File: src/rtl/spi_slave_burst.sv
// SPI slave bridging a burst-framed SPI master (command + address header, then DW-bit words)
// onto the DLA register/memory bus, with read prefetch and protocol error flags.
module spi_slave_burst #(
    parameter int unsigned CW   = 2,
    parameter int unsigned AW   = 19,
    parameter int unsigned DW   = 16,
    parameter int unsigned CPOL = 0,
    parameter int unsigned CPHA = 0,
    parameter int unsigned CNT  = 6
) (
    input  logic          clk,
    input  logic          rst_n,
    input  logic          spi_clk,
    input  logic          spi_csn,
    input  logic          spi_mosi,
    output logic          spi_miso,
    output logic          spi_miso_oe,
    output logic [AW-1:0] mosi_addr,
    output logic          mosi_wen,
    output logic          mosi_ren,
    output logic [DW-1:0] mosi_data,
    input  logic [DW-1:0] miso_data,
    input  logic          miso_data_valid,
    output logic          frame_err,
    output logic          rd_underflow
);

    localparam int unsigned HW        = CW + AW;
    localparam logic [CNT-1:0] HDR_LAST  = CNT'(HW - 1);
    localparam logic [CNT-1:0] WORD_LAST = CNT'(DW - 1);
    localparam logic [CW-1:0]  CMD_WR    = CW'(2);
    localparam logic [CW-1:0]  CMD_RD    = CW'(1);
    localparam logic           IDLE_LVL  = 1'(CPOL);
    localparam bit             SAMPLE_ON_TRAIL = (CPHA != 0);

    typedef enum logic [1:0] {
        ST_IDLE = 2'd0,
        ST_HDR  = 2'd1,
        ST_DATA = 2'd2
    } state_t;

    state_t state, state_nxt;

    // Pin synchronizers plus one history stage for edge detection
    logic clk_meta, clk_sync, clk_prev;
    logic csn_meta, csn_sync, csn_prev;
    logic mosi_meta, mosi_sync;

    logic [CNT-1:0] bit_cnt;
    logic [HW-2:0]  hdr_shift;
    logic [DW-2:0]  rx_shift;
    logic [DW-1:0]  tx_shift;
    logic [CW-1:0]  cmd;
    logic [AW-1:0]  addr_next;
    logic           word_seen;
    logic           rd_pend;
    logic           buf_valid;
    logic [DW-1:0]  buf_data;

    logic lead_c, trail_c, sample_c, shift_c;
    logic csn_fall_c, csn_rise_c;
    logic hdr_bit_c, hdr_done_c, data_bit_c, word_done_c;
    logic load_c, advance_c, frame_end_c, err_c;
    logic [HW-1:0] hdr_full_c;
    logic [CW-1:0] hdr_cmd_c;
    logic [AW-1:0] hdr_addr_c;
    logic [DW-1:0] rx_full_c;

    always_ff @(posedge clk) begin
        if (!rst_n) begin
            clk_meta  <= 1'b0;
            clk_sync  <= 1'b0;
            clk_prev  <= 1'b0;
            csn_meta  <= 1'b0;
            csn_sync  <= 1'b0;
            csn_prev  <= 1'b0;
            mosi_meta <= 1'b0;
            mosi_sync <= 1'b0;
        end else begin
            clk_meta  <= spi_clk;
            clk_sync  <= clk_meta;
            clk_prev  <= clk_sync;
            csn_meta  <= spi_csn;
            csn_sync  <= csn_meta;
            csn_prev  <= csn_sync;
            mosi_meta <= spi_mosi;
            mosi_sync <= mosi_meta;
        end
    end

    assign lead_c     = (clk_prev == IDLE_LVL) && (clk_sync != IDLE_LVL);
    assign trail_c    = (clk_prev != IDLE_LVL) && (clk_sync == IDLE_LVL);
    assign sample_c   = SAMPLE_ON_TRAIL ? trail_c : lead_c;
    assign shift_c    = SAMPLE_ON_TRAIL ? lead_c : trail_c;
    assign csn_fall_c = csn_prev & ~csn_sync;
    assign csn_rise_c = ~csn_prev & csn_sync;

    assign hdr_full_c = {hdr_shift, mosi_sync};
    assign hdr_cmd_c  = hdr_full_c[HW-1 -: CW];
    assign hdr_addr_c = hdr_full_c[AW-1:0];
    assign rx_full_c  = {rx_shift, mosi_sync};

    always_ff @(posedge clk) begin
        if (!rst_n) state <= ST_IDLE;
        else        state <= state_nxt;
    end

    // Next state and per-clk datapath strobes; csn rising overrides any coincident edge
    always_comb begin
        state_nxt   = state;
        hdr_bit_c   = 1'b0;
        hdr_done_c  = 1'b0;
        data_bit_c  = 1'b0;
        word_done_c = 1'b0;
        load_c      = 1'b0;
        advance_c   = 1'b0;
        frame_end_c = 1'b0;
        err_c       = 1'b0;
        unique case (state)
            ST_IDLE: begin
                if (csn_fall_c) state_nxt = ST_HDR;
            end
            ST_HDR: begin
                if (csn_rise_c) begin
                    state_nxt   = ST_IDLE;
                    frame_end_c = 1'b1;
                    err_c       = 1'b1;
                end else if (sample_c) begin
                    hdr_bit_c = 1'b1;
                    if (bit_cnt == HDR_LAST) begin
                        hdr_done_c = 1'b1;
                        state_nxt  = ST_DATA;
                    end
                end
            end
            ST_DATA: begin
                if (csn_rise_c) begin
                    state_nxt   = ST_IDLE;
                    frame_end_c = 1'b1;
                    err_c       = (bit_cnt != '0) || !word_seen;
                end else begin
                    if (sample_c) begin
                        data_bit_c  = 1'b1;
                        word_done_c = (bit_cnt == WORD_LAST);
                    end
                    if (shift_c && (cmd == CMD_RD)) begin
                        if (bit_cnt == '0) load_c    = 1'b1;
                        else               advance_c = 1'b1;
                    end
                end
            end
            default: state_nxt = ST_IDLE;
        endcase
    end

    always_ff @(posedge clk) begin
        if (!rst_n) begin
            bit_cnt      <= '0;
            hdr_shift    <= '0;
            rx_shift     <= '0;
            tx_shift     <= '0;
            cmd          <= '0;
            addr_next    <= '0;
            word_seen    <= 1'b0;
            rd_pend      <= 1'b0;
            buf_valid    <= 1'b0;
            buf_data     <= '0;
            spi_miso_oe  <= 1'b0;
            mosi_addr    <= '0;
            mosi_wen     <= 1'b0;
            mosi_ren     <= 1'b0;
            mosi_data    <= '0;
            frame_err    <= 1'b0;
            rd_underflow <= 1'b0;
        end else begin
            mosi_wen     <= 1'b0;
            mosi_ren     <= 1'b0;
            rd_underflow <= 1'b0;
            frame_err    <= err_c;

            if ((state == ST_IDLE) && csn_fall_c) begin
                bit_cnt   <= '0;
                word_seen <= 1'b0;
            end

            if (hdr_bit_c) begin
                hdr_shift <= hdr_full_c[HW-2:0];
                bit_cnt   <= hdr_done_c ? '0 : bit_cnt + CNT'(1);
            end

            // Header complete: reads issue the first request right away
            if (hdr_done_c) begin
                cmd <= hdr_cmd_c;
                if (hdr_cmd_c == CMD_RD) begin
                    mosi_ren  <= 1'b1;
                    mosi_addr <= hdr_addr_c;
                    addr_next <= hdr_addr_c + AW'(1);
                    rd_pend   <= 1'b1;
                end else begin
                    addr_next <= hdr_addr_c;
                end
            end

            if (data_bit_c) begin
                rx_shift <= rx_full_c[DW-2:0];
                bit_cnt  <= word_done_c ? '0 : bit_cnt + CNT'(1);
            end

            if (word_done_c) begin
                word_seen <= 1'b1;
                if (cmd == CMD_WR) begin
                    mosi_wen  <= 1'b1;
                    mosi_data <= rx_full_c;
                    mosi_addr <= addr_next;
                    addr_next <= addr_next + AW'(1);
                end
            end

            // Only the reply to an outstanding request is accepted
            if (miso_data_valid && rd_pend) begin
                buf_data  <= miso_data;
                buf_valid <= 1'b1;
                rd_pend   <= 1'b0;
            end

            if (load_c) begin
                spi_miso_oe <= 1'b1;
                if (buf_valid) begin
                    tx_shift <= buf_data;
                end else begin
                    tx_shift     <= '0;
                    rd_underflow <= 1'b1;
                end
                buf_valid <= 1'b0;
                mosi_ren  <= 1'b1;
                mosi_addr <= addr_next;
                addr_next <= addr_next + AW'(1);
                rd_pend   <= 1'b1;
            end

            if (advance_c) tx_shift <= {tx_shift[DW-2:0], 1'b0};

            if (frame_end_c) begin
                spi_miso_oe <= 1'b0;
                rd_pend     <= 1'b0;
                buf_valid   <= 1'b0;
                tx_shift    <= '0;
                bit_cnt     <= '0;
            end
        end
    end

    assign spi_miso = tx_shift[DW-1];

endmodule

File: config.mk
export PLATFORM = sky130hd
export DESIGN_NAME = spi_slave_burst
export DESIGN_NICKNAME = d
export VERILOG_FILES = /design/src/rtl/spi_slave_burst.sv
export SDC_FILE = /design/constraint.sdc
export NUM_CORES = 1
export LEC_CHECK = 0
export ABC_AREA = 1
export CELL_PAD_IN_SITES_DETAIL_PLACEMENT = 2
export CELL_PAD_IN_SITES_GLOBAL_PLACEMENT = 2
export CORE_MARGIN = 2
export CORE_UTILIZATION = 35
export DETAILED_ROUTE_END_ITERATION = 16
export PLACE_DENSITY_LB_ADDON = 0.1
export SKIP_CTS_REPAIR_TIMING = 1
export SLEW_MARGIN = 10
export SYNTH_ARGS = -nofsm -noshare
export SYNTH_HDL_FRONTEND = slang
export SYNTH_SLANG_ARGS = --single-unit
export TNS_END_PERCENT = 5
File: constraint.sdc
create_clock -name clk -period 4.85 [get_ports clk]
set_input_delay 0.7275 -clock clk [delete_from_list [all_inputs] [get_ports clk]]
set_output_delay 0.7275 -clock clk [all_outputs]
set_load 0.05 [all_outputs]
# Yosys cells after proc, flatten, opt, wreduce, memory -nomap -nowiden
# Cells that the tools add are included.
# totals
register_bits,147
in_bits,22
out_inout_bits,41
wordCells,130
# op_classes
addsub,3
eq_ne,11
mux,58
n_bitwise,7
n_reduce_logical,24
# op_table
op,count
$mux 19,10
$mux 16,3
$add 19x1->19 const B,2
$mux 1,33
$mux 6,5
$mux 2,5
$reduce_bool 3->1,3
$reduce_and 2->1,4
$add 6x1->6 const B,1
$eq 2x1->1 const B,3
$eq 6x4->1 const B,1
$eq 6x5->1 const B,1
$logic_not 6->1,1
$ne 3x3->1 const B,2
$pmux 2 s3,1
$reduce_bool 6->1,1
$reduce_or 3->1,2
$logic_and 1x1->1,5
$not 1->1,5
$eq 2x2->1 const B,2
$ne 2x2->1 const B,2
$reduce_and 4->1,1
$reduce_bool 2->1,2
$reduce_or 2->1,2
5 further kinds,6

# Longest topological paths before layout
# Gate-level depths: netlist of run 1.
# depth
depth_word,9
ltp_mapped,12

# Worst setup path before layout of run 1
# No wires, ideal clock.
# synth_path
kind,input -> register
startpoint,in rst_n
endpoint,reg buf_data[14]
t_arrival_ps,1590
setup_slack_ps,3195
stages,5
cell_sequence,buf_2 -> clkbuf_1 -> clkbuf_1 -> o21ai_0 -> nor2_1
# synth_lines
item,line_no,text
start: declaration,12,"input logic rst_n,"
end signal: assignment,221,buf_data <= miso_data;
end: declaration,58,logic [DW-1:0] buf_data;

# Worst setup path in the final report of run 1
# layout_path
startpoint,reg state[0]
endpoint,reg mosi_addr[2]
# layout_between
elab_chain_len,6
# layout_lines
item,line_no,text
start: declaration,42,"state_t state, state_nxt;"
start signal: assignment,105,else state <= state_nxt;
$eq 2x1->1,119,unique case (state)
$mux 1,119,
$mux 19,192,if (hdr_done_c) begin
$mux 19,211,if (cmd == CMD_WR) begin
$mux 19,209,if (word_done_c) begin
$mux 19 *,226,if (load_c) begin
end signal: assignment,196,mosi_addr <= hdr_addr_c;
end signal: assignment,214,mosi_addr <= addr_next;
end signal: assignment,236,mosi_addr <= addr_next;
end: declaration,18,"output logic [AW-1:0] mosi_addr,"
# Mark *: on every way between the ends. The rest lies on a longest branch, timed or not.
# A chain may end at the register's enable or synchronous reset.

==> impl_metrics.ini, run 1 <==
[cts]
root_buffer = clkbuf_16
clk_pin_slew_ns = 0.07
clock_latency_ns = 0.43
clkSinkCount = 147
cts_tree = built
cts_inserted_buffers = 17
clk_path_buf_depth = 2
htree_levels = 4

[yosys]
ys_seq_area_share_pct = 42.2
synth.distinct_cells = 33
synth_area_leaders = dfxtp_1 42%, nor2_1 10%, nand2_1 7.4%, inv_1 7.0%, o21ai_0 6.9%
synth_top_area_share_pct = 42.2
synth-seq-cells = 147
avgSynthCellArea_um2 = 6.91
ys_warn_count = 0
syn-cell-area_mm2 = 0.00697
synthCells = 1009
synth_nets = 1038
synth_top_area_cell = dfxtp_1

[die]
start_util_pct = 35.7
die-area_mm2 = 0.0211
io_pins = 63
die_h_um = 145
row_count = 51
die_w_um = 145
coreArea_mm2 = 0.0195

[timing]
worst_pin_slew_ns = 0.924
slew_violations = 0
hold_viol = 0
rsz0062_at_grt = no
skew_ns = 0.0115
relSlewSlack_pct = 38.3
period_share_pct = 58.5
clock.fmax_mhz = 353
post-route-min-period_ns = 2.84
tns_ns = 0
setup_viol = 0

[route]
ant_nets = 0
dr.first_iter.drc_count = 217
avgRoutedWirePerCell_um = 17.1
wl_um = 22700
drt-pass1-iter-count = 4
drc = 0
via_count = 6707
drt-vias-per-instance = 5.07

[setup_path]
crit_path_end_kind = register
worstPathRequired_ns = 5.17
arrival_ns = 3.16
r2r_setup_slack_ns = 2.01
cp-endpoint = mosi_addr[2]$_SDFF_PN0_
r2r_cells = 10
critPathLaunch = state[0]$_SDFFE_PN0P_
cp-start-kind = register
rr_startpoint = state[0]$_SDFFE_PN0P_
cp_max_fo = 42
critPathKind = reg -> reg
timing.rr.end = mosi_addr[2]$_SDFF_PN0_

[job]
max-cap-violations = 0

[global_routing]
grt_pass1_wl_um = 37300
grt_max_degree = 83
grt_usage_pct = 22.0
grt_pass1_vias = 7190
overflow = 0
antenna_found_initial = 0

[place]
dp_hpwl_um = 15600
io_buffers = 62
place.gp.congestion = 0.784

[finish]
num_antenna_cells = 0
area_growth_pct = 19.0
fin_nets = 1075
fin_util_pct = 42.5
layout-drive-gt1-share_pct = 6.23

[pwr]
vdd_drop_max_mv = 0.227
p_leak_nw = 3.28
pwr_density_cell_mw_per_mm2 = 336

[worst_hold_path]
hold_path.class = reg -> reg

[outcome]
status = complete, no violations
worst min path at each step:
stage | slack (ns) | cells after the start | endpoint | start
6_report | 0.43 | 2 | mosi_sync$_SDFF_PN0_ | mosi_meta$_SDFF_PN0_
2_1_floorplan | 0.39 | 2 | clk_sync$_SDFF_PN0_ | clk_meta$_SDFF_PN0_
5_1_grt | 0.45 | 2 | mosi_sync$_SDFF_PN0_ | mosi_meta$_SDFF_PN0_
4_1_cts | 0.43 | 2 | mosi_sync$_SDFF_PN0_ | mosi_meta$_SDFF_PN0_
3_5_place_dp | 0.42 | 2 | mosi_sync$_SDFF_PN0_ | mosi_meta$_SDFF_PN0_
3_3_place_gp | 0.40 | 2 | mosi_sync$_SDFF_PN0_ | mosi_meta$_SDFF_PN0_
cells by family after synthesis:
group           synth area share, %
fa+ha+maj                      1.26
simple gates                   27.2
buf+inv                        10.8
compound gates                 17.0
xor+xnor                       1.63
flops                          42.2
per-stage QoR:
step	total power [mW]	setup slack (ns)	std cells	area [µm²]	hold slack [ns]
after global placement	1.43	2.12	1292	7690	0.402
after floorplan	1.38	3.19	1009	6970	0.390
after CTS	2.82	1.97	1324	8300	0.433
after detailed placement	1.44	2.00	1292	7690	0.417
final	2.79	2.01	1324	8300	0.430
after global routing	2.89	1.71	1324	8300	0.453
critical path, cell delays in order, from the launching register on:
cell and delay (ns):
dfxtp_1 0.33, inv_1 0.10, ha_1 0.23, nand2_4 0.12, nor2_8 0.28, nand2_2 0.35, nand2_2 0.16, buf_4 0.42
inv_2 0.39, o21ai_1 0.25, nor2_1 0.07
power by group:
group	total, mW	leakage (nW)	internal (mW)	switching [mW]
registers	1.26	1.19	1.23	0.0258
clock network	1.38	0.292	0.788	0.589
logic	0.158	1.80	0.0545	0.103
total	2.79	3.28	2.07	0.718
area by class of cell:
class / count / area, µm²
fill: 2332 / 11200
inverter: 133 / 499
clock buffer: 18 / 439
tap: 265 / 332
clock inverter: 14 / 168
multi-input combinational: 682 / 3280
sequential: 147 / 2940
timing repair buffer: 65 / 641
Yosys cell counts, drive strengths merged:
cell and number:
nor3 18, o21a 1, nand3 53, buf 24, o21ai 136, nand4 10
clkbuf 23, nand2 146, o22ai 13, xor2 12, ha 7, nand3b 2
nor2 200, or2 1, inv 133, a21oi 81, a211oi 1, xnor2 1
dfxtp 147
layout by cell type (no fill, tap or decap), types with 2 or more instances in the layout:
cell	synthesis	final
a21oi_1	81	81
buf_4	6	4
bufinv_16	0	2
clkbuf_16	0	17
clkdlybuf4s50_1	0	61
clkinv_4	0	4
clkinvlp_4	0	2
dfxtp_1	147	147
ha_1	7	7
inv_1	130	130
inv_2	3	3
inv_6	0	4
inv_8	0	2
nand2_1	138	138
nand2_2	6	6
nand2_4	2	2
nand3_1	50	50
nand3_4	2	2
nand3b_1	2	2
nand4_1	10	10
nor2_1	190	190
nor2_2	4	4
nor2_4	4	4
nor2_8	2	2
nor3_1	13	13
nor3_2	5	5
o21ai_0	96	96
o21ai_1	40	40
o22ai_1	13	13
xor2_1	12	12
sequential cells by signal (all words and copies together), names as in the netlist, 2 cells and up:
signal,flops
buf_data,16
tx_shift,16
rx_shift,15
addr_next,19
mosi_data,16
hdr_shift,20
bit_cnt,6
cmd,2
mosi_addr,19
state,2
per-layer routing:
layer	GRT usage (%)	part of all wire [%]	vias up	routed length (µm)
li1	-	-	3308	-
met5	0	0	-	0
met2	42.1	54	68	12100
met1	24.7	42	3301	9550
met3	3.55	2.0	30	444
met4	7.25	2.3	0	521
Note: power is estimated with default switching activity, not from simulation.
==> run 2: changes to the inputs <==
Settings changed: CORE_UTILIZATION 35 to 32.
Clock period 4.85 ns to 2.7 ns, I/O delays scaled along.
==> impl_metrics.ini, run 2 (synthesis gave the netlist of run 1 again) <==
[outcome]
status = complete, no violations

[place]
place.gp.congestion = 0.808
place_ws_ns = 0.472
io_buffers = 62
dp_hpwl_um = 15900

[timing]
skew_ns = 0.0134
slew_violations = 0
tns_ns = 0
relSlewSlack_pct = 35.7
worst_pin_slew_ns = 0.961
whs_ns = 0.423
clock.fmax_mhz = 451
worst_slack_ns = 0.482
setup_viol = 0
rsz0062_at_grt = no
period_share_pct = 82.2
post-route-min-period_ns = 2.22
hold_viol = 0

[finish]
largest_reg_flops = 20
num_antenna_cells = 0
layout_commonest_cell = nor2_1
reg.largest.list = hdr_shift: 20 flops, addr_next: 19 flops, mosi_addr: 19 flops
area_growth_pct = 19.7
final_cell_mix = 190 x nor2_1, 147 x dfxtp_1, 138 x nand2_1
top_register = hdr_shift
fin_nets = 1082
layout-drive-gt1-share_pct = 6.85

[pwr]
p_int_mw = 3.63
power.switching_mw = 1.29
p_comb_share_pct = 5.8
seq_power_share_pct = 45.8
p_leak_nw = 3.30
pwr_density_cell_mw_per_mm2 = 589
switching_share_pct = 26.1
finalPower_mw = 4.92
vdd_drop_max_mv = 0.305
p_clk_share_pct = 48.3

[cts]
clk_path_buf_depth = 2
htree_levels = 4
clk_pin_slew_ns = 0.06
clkSinkCount = 147
clock_latency_ns = 0.43
cts_tree = built
cts_inserted_buffers = 17
root_buffer = clkbuf_16

[die]
row_count = 54
start_util_pct = 32.3
die_h_um = 152
io_pins = 63
die-area_mm2 = 0.0230
die_w_um = 152
coreArea_mm2 = 0.0216

[setup_path]
worstPathRequired_ns = 3.06
crit_path_end_kind = register
critPathKind = reg -> reg
cp-start-kind = register
arrival_ns = 2.58
cp_max_fo = 23

[route]
drt-vias-per-instance = 4.94
ant_nets = 0
drc = 0
via_count = 6647
avgRoutedWirePerCell_um = 16.7
dr.first_iter.drc_count = 216
wl_um = 22500
drt-pass1-iter-count = 4

[job]
max-cap-violations = 0

[worst_hold_path]
hold_path.class = reg -> reg

[global_routing]
grt_max_degree = 52
grt_pass1_wl_um = 37100
antenna_found_initial = 0
overflow = 0
grt_usage_pct = 20.6
grt_pass1_vias = 7082
run 2: cell count changes in the layout (fill, tap and decap cells not counted):
cell / before / now
buf_4: 4 / 11
bufinv_16: 2 / 1
clkinv_2: 0 / 1
clkinv_4: 4 / 3
clkinvlp_4: 2 / 3
inv_6: 4 / 3
inv_8: 2 / 3
run 2: final timing paths:
check,startpoint,end,slack [ns],cells after the start
max reg2reg,bit_cnt[0]$_SDFFE_PP0P_,mosi_addr[2]$_SDFF_PN0_,0.48,10
min,mosi_meta$_SDFF_PN0_,mosi_sync$_SDFF_PN0_,0.42,2
min reg2reg,mosi_meta$_SDFF_PN0_,mosi_sync$_SDFF_PN0_,0.42,2
max,bit_cnt[0]$_SDFFE_PP0P_,mosi_addr[2]$_SDFF_PN0_,0.48,10
run 2: through the flow:
step	utilization [%]	std cells	cell area, µm²
after floorplan	-	1009	6970
after global placement	35.9	1314	7760
after detailed placement	35.9	1314	7760
after CTS	38.6	1346	8350
after global routing	38.6	1346	8350
final	38.6	1346	8350
run 2: critical path: stages, from the launching register on:
cell and delay (ns):
dfxtp_1 0.33, inv_1 0.11, ha_1 0.18, nand2_1 0.12, nor2_4 0.17, nand3_4 0.32
nor2_4 0.48, nor2_1 0.07, nor2_1 0.18, nor2_1 0.08, nor2_1 0.08
run 2: layout make-up:
class | count | area [µm²]
Tap cell | 280 | 350
Multi-Input combinational cell | 682 | 3280
Clock buffer | 18 | 439
Clock inverter | 14 | 144
Inverter | 133 | 499
Fill cell | 2590 | 13300
Timing Repair Buffer | 72 | 693
Sequential cell | 147 | 2940
run 2: power by group through the flow:
stage / sequential [mW] / combinational (mW) / clock [mW]
6_report: 2.25 / 0.288 / 2.38
3_5_place_dp: 2.30 / 0.288 / 0
2_1_floorplan: 2.29 / 0.189 / 0
4_1_cts: 2.25 / 0.291 / 2.44
3_3_place_gp: 2.30 / 0.280 / 0
5_1_grt: 2.26 / 0.327 / 2.54
run 2: metal layers:
| layer | GRT usage, % | wire, µm | vias to the layer above |
|---|---|---|---|
| met5 | 0 | 0 | - |
| met4 | 6.02 | 454 | 0 |
| met3 | 3.35 | 435 | 27 |
| met2 | 38.2 | 11700 | 64 |
| met1 | 24.4 | 9880 | 3249 |
| li1 | - | - | 3307 |
==> run 3: changes to the inputs <==
Settings changed: CORE_UTILIZATION 32 to 29.
Clock period 2.7 ns to 1.86 ns, I/O delays scaled along.
==> impl_metrics.ini, run 3 (synthesis gave the netlist of run 1 again) <==
[global_routing]
grt_pass1_vias = 7075
overflow = 0
antenna_found_initial = 0
grt_max_degree = 52
grt_usage_pct = 18.5
grt_pass1_wl_um = 37900

[job]
max-cap-violations = 0

[route]
via_count = 6780
drc = 0
dr.first_iter.drc_count = 298
wl_um = 23900
drt-pass1-iter-count = 6
avgRoutedWirePerCell_um = 16.8
ant_nets = 0
drt-vias-per-instance = 4.77

[pwr]
p_leak_nw = 4.18
vdd_drop_max_mv = 0.424
pwr_density_cell_mw_per_mm2 = 806

[cts]
clk_pin_slew_ns = 0.07
clkSinkCount = 147
clock_latency_ns = 0.43
root_buffer = clkbuf_16
htree_levels = 4
cts_inserted_buffers = 17
clk_path_buf_depth = 2
cts_tree = built

[timing]
relSlewSlack_pct = 61.8
rsz0062_at_grt = yes
whs_ns = 0.229
clock.fmax_mhz = 550
setup_viol = 0
period_share_pct = 97.7
hold_viol = 0
worst_pin_slew_ns = 0.573
worst_slack_ns = 0.0429
post-route-min-period_ns = 1.82
slew_violations = 0
skew_ns = 0.0140

[finish]
fin_nets = 1118
finish.instance_area_mm2 = 0.00898
reg.largest.list = hdr_shift: 20 flops, addr_next: 19 flops, mosi_addr: 19 flops
final_cell_mix = 184 x nor2_1, 143 x dfxtp_1, 134 x nand2_1
largest_reg_flops = 20
layout_commonest_cell = nor2_1
area_growth_pct = 28.8
layout-drive-gt1-share_pct = 12.3
top_register = hdr_shift
num_antenna_cells = 0

[setup_path]
arrival_ns = 1.54
cp-start-kind = register
path_cells = clkdlybuf4s50_1
r2r_cells = 12
max_stage_delay_ns = 0.80
worstPathRequired_ns = 1.58
worstPathBufferInverterCount = 1
timing.rr.end = addr_next[4]$_SDFF_PN0_
crit_path_end_kind = output port
r2r_setup_slack_ns = 0.07
critPathKind = reg -> out
path_delay_family = buffers and inverters
rr_startpoint = bit_cnt[0]$_SDFFE_PP0P_
cp_max_fo = 1
critPathSlowestCell = clkdlybuf4s50_1

[place]
dp_hpwl_um = 16300
placed_cell_area_mm2 = 0.00809
io_buffers = 62
place_ws_ns = -0.0327
place.gp.congestion = 0.787

[worst_hold_path]
holdPathEnd = buf_data[6]$_SDFFE_PN0P_
hold_path.class = in -> reg
hp-start = rst_n
min_path_cells = 3

[outcome]
status = complete, no violations

[die]
die_w_um = 159
io_pins = 63
die-area_mm2 = 0.0253
coreArea_mm2 = 0.0235
row_count = 56
die_h_um = 159
start_util_pct = 29.6
[run 3: cell types whose count changed in the layout (fill, tap and decap cells not counted), sizes merged]
cell,before,now
buf,11,51
clkdlybuf4s50,61,22
dlymetal6s2s,0,32
clkinvlp,3,0
clkbuf,18,20
clkinv,4,6
inv,139,140
nand2,146,147
[run 3: metal layers]
layer | vias up | GRT usage, % | part of all wire (%)
met5 | - | 0 | 0
met4 | 0 | 5.17 | 1.2
met3 | 13 | 3.23 | 1.7
met2 | 47 | 34.1 | 53
met1 | 3334 | 22.1 | 44
li1 | 3386 | - | -
[run 3: how the worst max path moves through the flow]
stage / start / endpoint / cells past startpoint
after floorplan: state[0]$_SDFFE_PN0P_ / mosi_addr[15]$_SDFF_PN0_ / 10
after global placement: bit_cnt[0]$_SDFFE_PP0P_ / mosi_addr[15]$_SDFF_PN0_ / 12
after detailed placement: bit_cnt[0]$_SDFFE_PP0P_ / mosi_addr[15]$_SDFF_PN0_ / 12
after CTS: bit_cnt[0]$_SDFFE_PP0P_ / mosi_addr[15]$_SDFF_PN0_ / 12
after global routing: bit_cnt[0]$_SDFFE_PP0P_ / addr_next[4]$_SDFF_PN0_ / 12
final: rd_underflow$_SDFF_PN0_ / rd_underflow / 1
[run 3: tightest hold or removal path: cells and delay by family]
kind            cells  cell delay (ns)
compound gates      2             0.14
buf+inv             1             0.19
[run 3: power breakdown]
part	internal, mW	switching (mW)	leakage (nW)
clock network	1.92	1.59	0.291
registers	3.21	0.0682	1.19
logic	0.173	0.287	2.71
total	5.30	1.94	4.18
[run 3: cell type report]
type,instances,area (µm²)
Clock inverter,14,166
Clock buffer,18,429
Multi-Input combinational cell,683,3360
Timing Repair Buffer,107,1180
Fill cell,2803,14600
Tap cell,319,399
Sequential cell,147,2950
Inverter,133,499
[run 3: stage by stage]
step                util, %  std cells  setup TNS (ns)  total power, mW
CTS                    36.9       1409          -0.575             7.35
global route           38.2       1421          -0.516             7.58
global placement       34.4       1377               0             3.79
detailed placement     34.4       1377         -0.0327             3.80
finish                 38.2       1421               0             7.24
floorplan                 -       1009               0             3.59
